## config.mk

```make
export PLATFORM = sky130hd
export DESIGN_NAME = tdm_demux4_flat
export DESIGN_NICKNAME = d
export VERILOG_FILES = /design/src/rtl/tdm_demux4_if.sv /design/src/rtl/tdm_demux4.sv /design/src/flat_wrapper.sv
export SDC_FILE = /design/constraint.sdc
export NUM_CORES = 1
export LEC_CHECK = 0
export CORE_MARGIN = 5
export CORE_UTILIZATION = 42
export CTS_CLUSTER_SIZE = 8
export DETAILED_ROUTE_END_ITERATION = 12
export PLACE_DENSITY = 0.83
export SLEW_MARGIN = 0
export SYNTH_ARGS = -nofsm -noshare
export SYNTH_HDL_FRONTEND = slang
export SYNTH_SLANG_ARGS = --single-unit
```

## constraint.sdc

```tcl
create_clock -name clk -period 1.6 [get_ports clk]
set_clock_uncertainty 0.2 [all_clocks]
set_input_delay 0.32 -clock clk [delete_from_list [all_inputs] [get_ports clk]]
set_output_delay 0.32 -clock clk [all_outputs]
set_load 0.01 [all_outputs]
```

## src/rtl/tdm_demux4_if.sv

```systemverilog
// Bus bundle for the 1-to-4 TDM demultiplexer.
// The master drives the input stream and controls. The slave (the demux) drives the channel outputs.
interface tdm_demux4_if #(
   parameter int WIDTH = 1
);
   logic             en;
   logic             mode;
   logic [1:0]       sel;
   logic             in_valid;
   logic [WIDTH-1:0] in_data;
   logic             in_sync;
   logic [WIDTH-1:0] d0;
   logic [WIDTH-1:0] d1;
   logic [WIDTH-1:0] d2;
   logic [WIDTH-1:0] d3;
   logic [3:0]       vld;
   logic [1:0]       slot;
   logic             locked;
   logic             frame_done;
   logic             sync_err;

   modport master (
      output en, mode, sel, in_valid, in_data, in_sync,
      input  d0, d1, d2, d3, vld, slot, locked, frame_done, sync_err
   );

   modport slave (
      input  en, mode, sel, in_valid, in_data, in_sync,
      output d0, d1, d2, d3, vld, slot, locked, frame_done, sync_err
   );
endinterface

```

## src/rtl/tdm_demux4.sv

```systemverilog
// 1-to-4 time-division demultiplexer: each word is steered into one of four registered channels.
// Steering comes from a sync-locked slot counter in auto mode, or from sel in manual mode.
module tdm_demux4 #(
   parameter int WIDTH = 1
) (
   input  logic          clk,
   input  logic          rst_n,
   tdm_demux4_if.slave   bus
);
   typedef enum logic {HUNT = 1'b0, LOCKED = 1'b1} state_t;

   state_t           state_reg, state_next;
   logic [1:0]       slot_reg, slot_next;
   logic [3:0]       vld_reg, vld_next;
   logic             frame_done_reg, frame_done_next;
   logic             sync_err_reg, sync_err_next;
   logic             wr_en;
   logic [1:0]       wr_ch;
   logic             acc;
   logic [WIDTH-1:0] d_reg [4];

   assign acc = bus.en & bus.in_valid;

   // Manual mode pins the auto FSM in HUNT every cycle, so a return to auto always re-hunts.
   always_comb begin
      state_next      = state_reg;
      slot_next       = slot_reg;
      wr_en           = 1'b0;
      wr_ch           = 2'd0;
      frame_done_next = 1'b0;
      sync_err_next   = 1'b0;
      if (bus.mode) begin
         state_next = HUNT;
         slot_next  = 2'd0;
         if (acc) begin
            wr_en = 1'b1;
            wr_ch = bus.sel;
         end
      end else if (acc) begin
         case (state_reg)
            HUNT: begin
               if (bus.in_sync) begin
                  wr_en      = 1'b1;
                  wr_ch      = 2'd0;
                  slot_next  = 2'd1;
                  state_next = LOCKED;
               end
            end
            LOCKED: begin
               wr_en = 1'b1;
               if (bus.in_sync) begin
                  wr_ch         = 2'd0;
                  slot_next     = 2'd1;
                  sync_err_next = (slot_reg != 2'd0);
               end else begin
                  wr_ch           = slot_reg;
                  slot_next       = slot_reg + 2'd1;
                  frame_done_next = (slot_reg == 2'd3);
               end
            end
            default: state_next = HUNT;
         endcase
      end
      vld_next = wr_en ? (4'b0001 << wr_ch) : 4'b0000;
   end

   always_ff @(posedge clk) begin
      if (!rst_n) begin
         state_reg      <= HUNT;
         slot_reg       <= 2'd0;
         vld_reg        <= 4'b0000;
         frame_done_reg <= 1'b0;
         sync_err_reg   <= 1'b0;
      end else begin
         state_reg      <= state_next;
         slot_reg       <= slot_next;
         vld_reg        <= vld_next;
         frame_done_reg <= frame_done_next;
         sync_err_reg   <= sync_err_next;
      end
   end

   generate
      for (genvar gi = 0; gi < 4; gi++) begin : g_chan
         always_ff @(posedge clk) begin
            if (!rst_n) begin
               d_reg[gi] <= '0;
            end else if (vld_next[gi]) begin
               d_reg[gi] <= bus.in_data;
            end
         end
      end
   endgenerate

   assign bus.d0         = d_reg[0];
   assign bus.d1         = d_reg[1];
   assign bus.d2         = d_reg[2];
   assign bus.d3         = d_reg[3];
   assign bus.vld        = vld_reg;
   assign bus.slot       = slot_reg;
   assign bus.locked     = (state_reg == LOCKED);
   assign bus.frame_done = frame_done_reg;
   assign bus.sync_err   = sync_err_reg;
endmodule

```

## src/flat_wrapper.sv

```systemverilog
// flat-port wrapper written by rule: the top's interface ports become plain ports
module tdm_demux4_flat 
#(
   parameter int WIDTH = 1
)
  (clk, rst_n, bus_en, bus_mode, bus_sel, bus_in_valid, bus_in_data, bus_in_sync, bus_d0, bus_d1, bus_d2, bus_d3, bus_vld, bus_slot, bus_locked, bus_frame_done, bus_sync_err);
  tdm_demux4_if #(.WIDTH(WIDTH)) bus_i ();
  input  logic clk;
  input  logic rst_n;
  input wire logic [$bits(bus_i.en)-1:0] bus_en;
  input wire logic [$bits(bus_i.mode)-1:0] bus_mode;
  input wire logic [$bits(bus_i.sel)-1:0] bus_sel;
  input wire logic [$bits(bus_i.in_valid)-1:0] bus_in_valid;
  input wire logic [$bits(bus_i.in_data)-1:0] bus_in_data;
  input wire logic [$bits(bus_i.in_sync)-1:0] bus_in_sync;
  output wire logic [$bits(bus_i.d0)-1:0] bus_d0;
  output wire logic [$bits(bus_i.d1)-1:0] bus_d1;
  output wire logic [$bits(bus_i.d2)-1:0] bus_d2;
  output wire logic [$bits(bus_i.d3)-1:0] bus_d3;
  output wire logic [$bits(bus_i.vld)-1:0] bus_vld;
  output wire logic [$bits(bus_i.slot)-1:0] bus_slot;
  output wire logic [$bits(bus_i.locked)-1:0] bus_locked;
  output wire logic [$bits(bus_i.frame_done)-1:0] bus_frame_done;
  output wire logic [$bits(bus_i.sync_err)-1:0] bus_sync_err;
  assign bus_i.en = bus_en;
  assign bus_i.mode = bus_mode;
  assign bus_i.sel = bus_sel;
  assign bus_i.in_valid = bus_in_valid;
  assign bus_i.in_data = bus_in_data;
  assign bus_i.in_sync = bus_in_sync;
  assign bus_d0 = bus_i.d0;
  assign bus_d1 = bus_i.d1;
  assign bus_d2 = bus_i.d2;
  assign bus_d3 = bus_i.d3;
  assign bus_vld = bus_i.vld;
  assign bus_slot = bus_i.slot;
  assign bus_locked = bus_i.locked;
  assign bus_frame_done = bus_i.frame_done;
  assign bus_sync_err = bus_i.sync_err;
  tdm_demux4 #(.WIDTH(WIDTH)) u_core (.clk(clk), .rst_n(rst_n), .bus(bus_i));
endmodule
```

; Word-level counts from Yosys, hierarchy flattened
; Memory sizes are Yosys's and may differ from the RTL's.
; Index checks and enable logic that the tools add are counted.
[totals]
regBits = 9
memories = 1
ram_bits = 4
[op_classes]
n_shift = 1
bitwise_logic = 9
n_addsub = 1
n_mux = 32
n_reduce_logical = 5
eq_ne = 2
[memory_table]
columns = name, words, width, rd, rd_ports_with_merged_regs, wr, line
row1 = u_core.d_reg, 4, 1, 4, 0, 4, tdm_demux4.sv:20  ; logic [WIDTH-1:0] d_reg [4];
[ops]
columns = cell, n
row1 = 1-bit two-way mux, 22
row2 = 2-bit two-way mux, 6
row3 = 5-bit OR reduction, 2
row4 = 2-bit one-hot mux with 2 select lines, 2
row5 = 4-bit two-way mux, 1
row6 = 1-bit NOT, 4
row7 = 1-bit bitwise OR, 4
row8 = 1-bit by 2-bit left shift with 4-bit output (first input constant), 1
row9 = 2-bit by 1-bit adder with 2-bit output (second input constant), 1
row10 = 2-bit == test (second input constant), 1
row11 = 2-bit != test (second input constant), 1
row12 = 1-bit one-hot mux with 2 select lines, 1
row13 = 2-bit AND reduction, 1
row14 = 2-bit nonzero test, 1
row15 = 2-bit OR reduction, 1
row16 = 1-bit AND, 1

; Depth between registers and ports, before layout
[logic_depth]
word_depth = 10
depth_mapped = 4

; Worst setup path after synthesis
; Ideal clock, no wire load.
[synth_path]
path_type = register to register
startpoint = register u_core.state_reg, in the netlist u_core.bus.locked
endpoint = memory u_core.d_reg[1] (enable)
slack_ns = 0.026
t_arrival_ns = 1.075
setup_ns = 0.299
stages_incl_launch_ff = 5
path_buffers = 0
period_less_slack_ns = 1.574
required_time_ns = 1.101
path_cell_list = dfxtp_1 -> nor4bb_1 -> a21oi_1 -> nand2b_4 -> o21ai_2
[synth_lines]
columns = item, line
row1 = from (decl), tdm_demux4.sv:12  ; state_t state_reg, state_next;
row2 = from (signal assigned), tdm_demux4.sv:75  ; state_reg <= state_next;
row3 = to (decl), tdm_demux4.sv:20

==> summary.md <==
| Metric | Value |
|---|---|
| Area of the mapped netlist | a little over 600 um2 |
| Final hold slack | 0.304 ns |
| # rows | 13 |
| Sequential share of the synthesized area | 0.470 |
| Sink Count | 13 |
| Crit path kind | input pin to flop |
| Chip height | approximately 48 um |
| Simple-gate share of the synthesized area | 0.269 |
| Post-synth EDFFs | 3 |
| R2r startpoint | u_core.bus.slot[0]$_SDFFE_PP0P_ |
| Post-synthesis sequential element count | 13 |
| Vias | 591 |
| Worst-Skew Late Latency | 0.28 ns |
| Clk slew on worst S/H paths | 0.08 ns |
| Gate power share | 0.178 |
| Core ar. | ~1400 um2 |
| Synth Flop Type | dfxtp_1 |
| Detailed Route Iter0 Violations | 4 |
| Post-Syn Area per Cell | 10.5 um2 |
| Sw Share | 0.251 |
| Clk network pwr share | 0.307 |
| Unrepaired setup endpoints after global routing | false |
| First-pass GRT wire length | 2.62 mm |
| Most common cell after layout, fill and taps aside | buf_4 |
| Sequential standard cell area | 298 um2 |
| R2R cell count | 4 |
| Unique masters post-synth | 27 |
| Longest Clk Path Bufs | 2 |
| Final Wtd Congestion | 0.723 |
| Main combinational cell family by area after synthesis | simple AND/OR/NAND/NOR gates |
| Worst hold path class | flop to flop |
| DP HPWL | 1.20 mm |
| Leakage power | 0.000456 uW |
| P&R area growth vs syn | 61.1% |
| Post-CTS Hold Buffers | 0 |
| Reg-to-reg slack, setup | ~0.070 ns |
| Share of cells above drive strength 1 | 0.343 |
| Async SR Flop Fraction | 0 |
| H-tree levels | 1 |
| Int Pwr | 500 uW |
| Compound-Gate Fraction of Synth Area | 0.194 |
| Crit path buffers/inverters | 1 |
| WL per Instance | 14.1 um |
| CP max FO | 4 |
| TritonCTS buffer count | 3 |
| Relative slew slack | 0.845 |
| Antenna viol nets, final | 0 |
| Worst setup EP type | flop |
| Run status | completed |
| Grt ovf | 0 |
| Worst slew pin tran | roughly 0.23 ns |
| Filler instances | 108 |
| Synth Area in Adders | 0.0405 |
| Fmax | 641 MHz |
| Worst setup startpoint | bus_en |
| Peak supply drop | 413 uV |
| Endpoints failing setup | 0 |
| Period minus WS final | 1.56 ns |
| CP required | between 1 and 1.5 ns |
| Drc violations | 0 |
| Tcrit/Tclk final | 0.976 |
| Syn_nets | 70 |
| Crit-path cells | clkdlybuf4s50_1, and2_4, o311ai_4, a21o_1, nand2_1 |
| Max Slew Vio Count | 0 |
| Maxcap violations | 0 |
| Die area | 2340 um2 |
| Area of the multi-input gates | roughly 330 um2 |
| CP Depth | 5 |
| Pin count of the biggest net entering global routing | 9 |
| First-pass iteration count of the detailed router | 5 |
| Number of global-route vias before repair | 603 |
| Reg power frac | 0.515 |
| CP endpoint | u_core.d_reg[0]$_DFFE_PP_ |
| # port buffers | 21 |
| Setup crit start kind | input pin |
| Synth Area in XOR/XNOR | 0 |
| CTS root buffer | clkbuf_4 |
| Die W | 48.4 um |
| Slowest stage cell, crit path | clkdlybuf4s50_1 |
| Mux cell area share after synthesis | 0 |
| Ys Warns | 0 |
| CTS tree | done |
| Number of antenna violations at the first check in global routing | 0 |
| Capture point of the worst reg-to-reg path | u_core.d_reg[3]$_DFFE_PP_ |
| Inserted Diodes | 0 |
| Delay of the slowest cell on the worst path | 0.49 ns |
| Fin. Hold Viols | 0 |
| Net count, final | approximately 110 |
| PD cells | 669 nW/um2 |
| Avg Vias per Cell | ~5.2 |
| IO Pins | 22 |
| Initial core utilization | 0.458 |
| Gr usage total | 0.139 |
| Most frequent cells in the layout | buf_4 (16), dlygate4sd2_1 (15), dfxtp_1 (8) |
| Power Total | ~670 uW |
| Routed wire length | 1.60 mm |
| Worst EP arrival | 1.36 ns |
| Net Sw Power | 167 uW |
| Cell family with most CP delay | buffers and inverters |
| Syn Inst Count | 59 |
worst min-delay path by stage:
stage / from / end / slack [ns] / depth (start not counted)
3_5_place_dp: u_core.d_reg[2]$_DFF_P_ / u_core.d_reg[2]$_DFF_P_ / 0.28 / 2
5_1_grt: u_core.d_reg[2]$_DFF_P_ / u_core.d_reg[2]$_DFF_P_ / 0.32 / 2
6_report: u_core.d_reg[2]$_DFF_P_ / u_core.d_reg[2]$_DFF_P_ / 0.30 / 2
4_1_cts: u_core.d_reg[2]$_DFF_P_ / u_core.d_reg[2]$_DFF_P_ / 0.29 / 2
2_1_floorplan: bus_in_sync / u_core.bus.sync_err$_SDFF_PP0_ / 0.24 / 2
3_3_place_gp: u_core.d_reg[2]$_DFF_P_ / u_core.d_reg[2]$_DFF_P_ / 0.27 / 2
cell families (layout without fill, tap and decap cells):
| logic type | count (synthesis) | count (layout) |
|---|---|---|
| AOI/OAI and AO/OA | 12 | 12 |
| and+or+nand+nor | 28 | 28 |
| DFF | 13 | 13 |
| buffers and inverters | 4 | 44 |
| adders and majority gates | 2 | 2 |
area by class of cell:
cell class | count | share of cell area
inverter | 3 | 0.0113
multi-input combinational | 42 | 0.332
timing repair buffer | 37 | 0.313
clock buffer | 4 | 0.0264
sequential | 13 | 0.299
tap | 15 | 0.0188
synthesized netlist by cell type (2+ instances only):
library cell	n	area share
nor2_1	7	0.043
dfxtp_1	10	0.32
nor3_2	2	0.032
inv_1	3	0.018
o21ai_2	3	0.043
a21oi_1	2	0.016
nor3_1	3	0.024
edfxtp_1	3	0.15
ha_1	2	0.040
nand2_1	7	0.043
metrics by stage:
step	TNS, ns	area [um2]	setup WS, ns	utilization	std cells
global placement	-2.90	947	-0.313	0.702	108
global route	0	996	0.0163	0.738	114
CTS	0	965	0.0239	0.715	113
floorplan	0	618	0.0259	-	59
finish	0	996	0.0388	0.738	114
detailed placement	-3.68	947	-0.410	0.702	108
metal layers:
| layer | up-vias | GRT usage | wire length, um |
|---|---|---|---|
| li1 | 293 | - | - |
| met1 | 268 | 0.139 | 621 |
| met2 | 23 | 0.254 | 846 |
| met3 | 7 | 0.0428 | 101 |
| met4 | 0 | 0.0691 | 34 |
| met5 | - | 0 | 0 |
repair_timing:
item	CTS	global route
gates resized for setup	17	5
pin swaps	1	1
endpoints found under the setup margin	19	4
buffers inserted	1	1
worst reg2reg max path, delay by kind of cell, from the launching register on:
family | cells | cell delay [ns]
simple gates | 2 | 0.47
flops | 1 | 0.38
compound gates | 2 | 0.19
power by group through the flow:
stage               clock [uW]  combinational (uW)  sequential, uW
finish                     205                 118             343
detailed placement           0                 118             354
CTS                        205                 113             347
global route               226                 126             345
floorplan                    0                41.6             358
global placement             0                 114             354
Note: power is estimated with default switching activity, not from simulation.
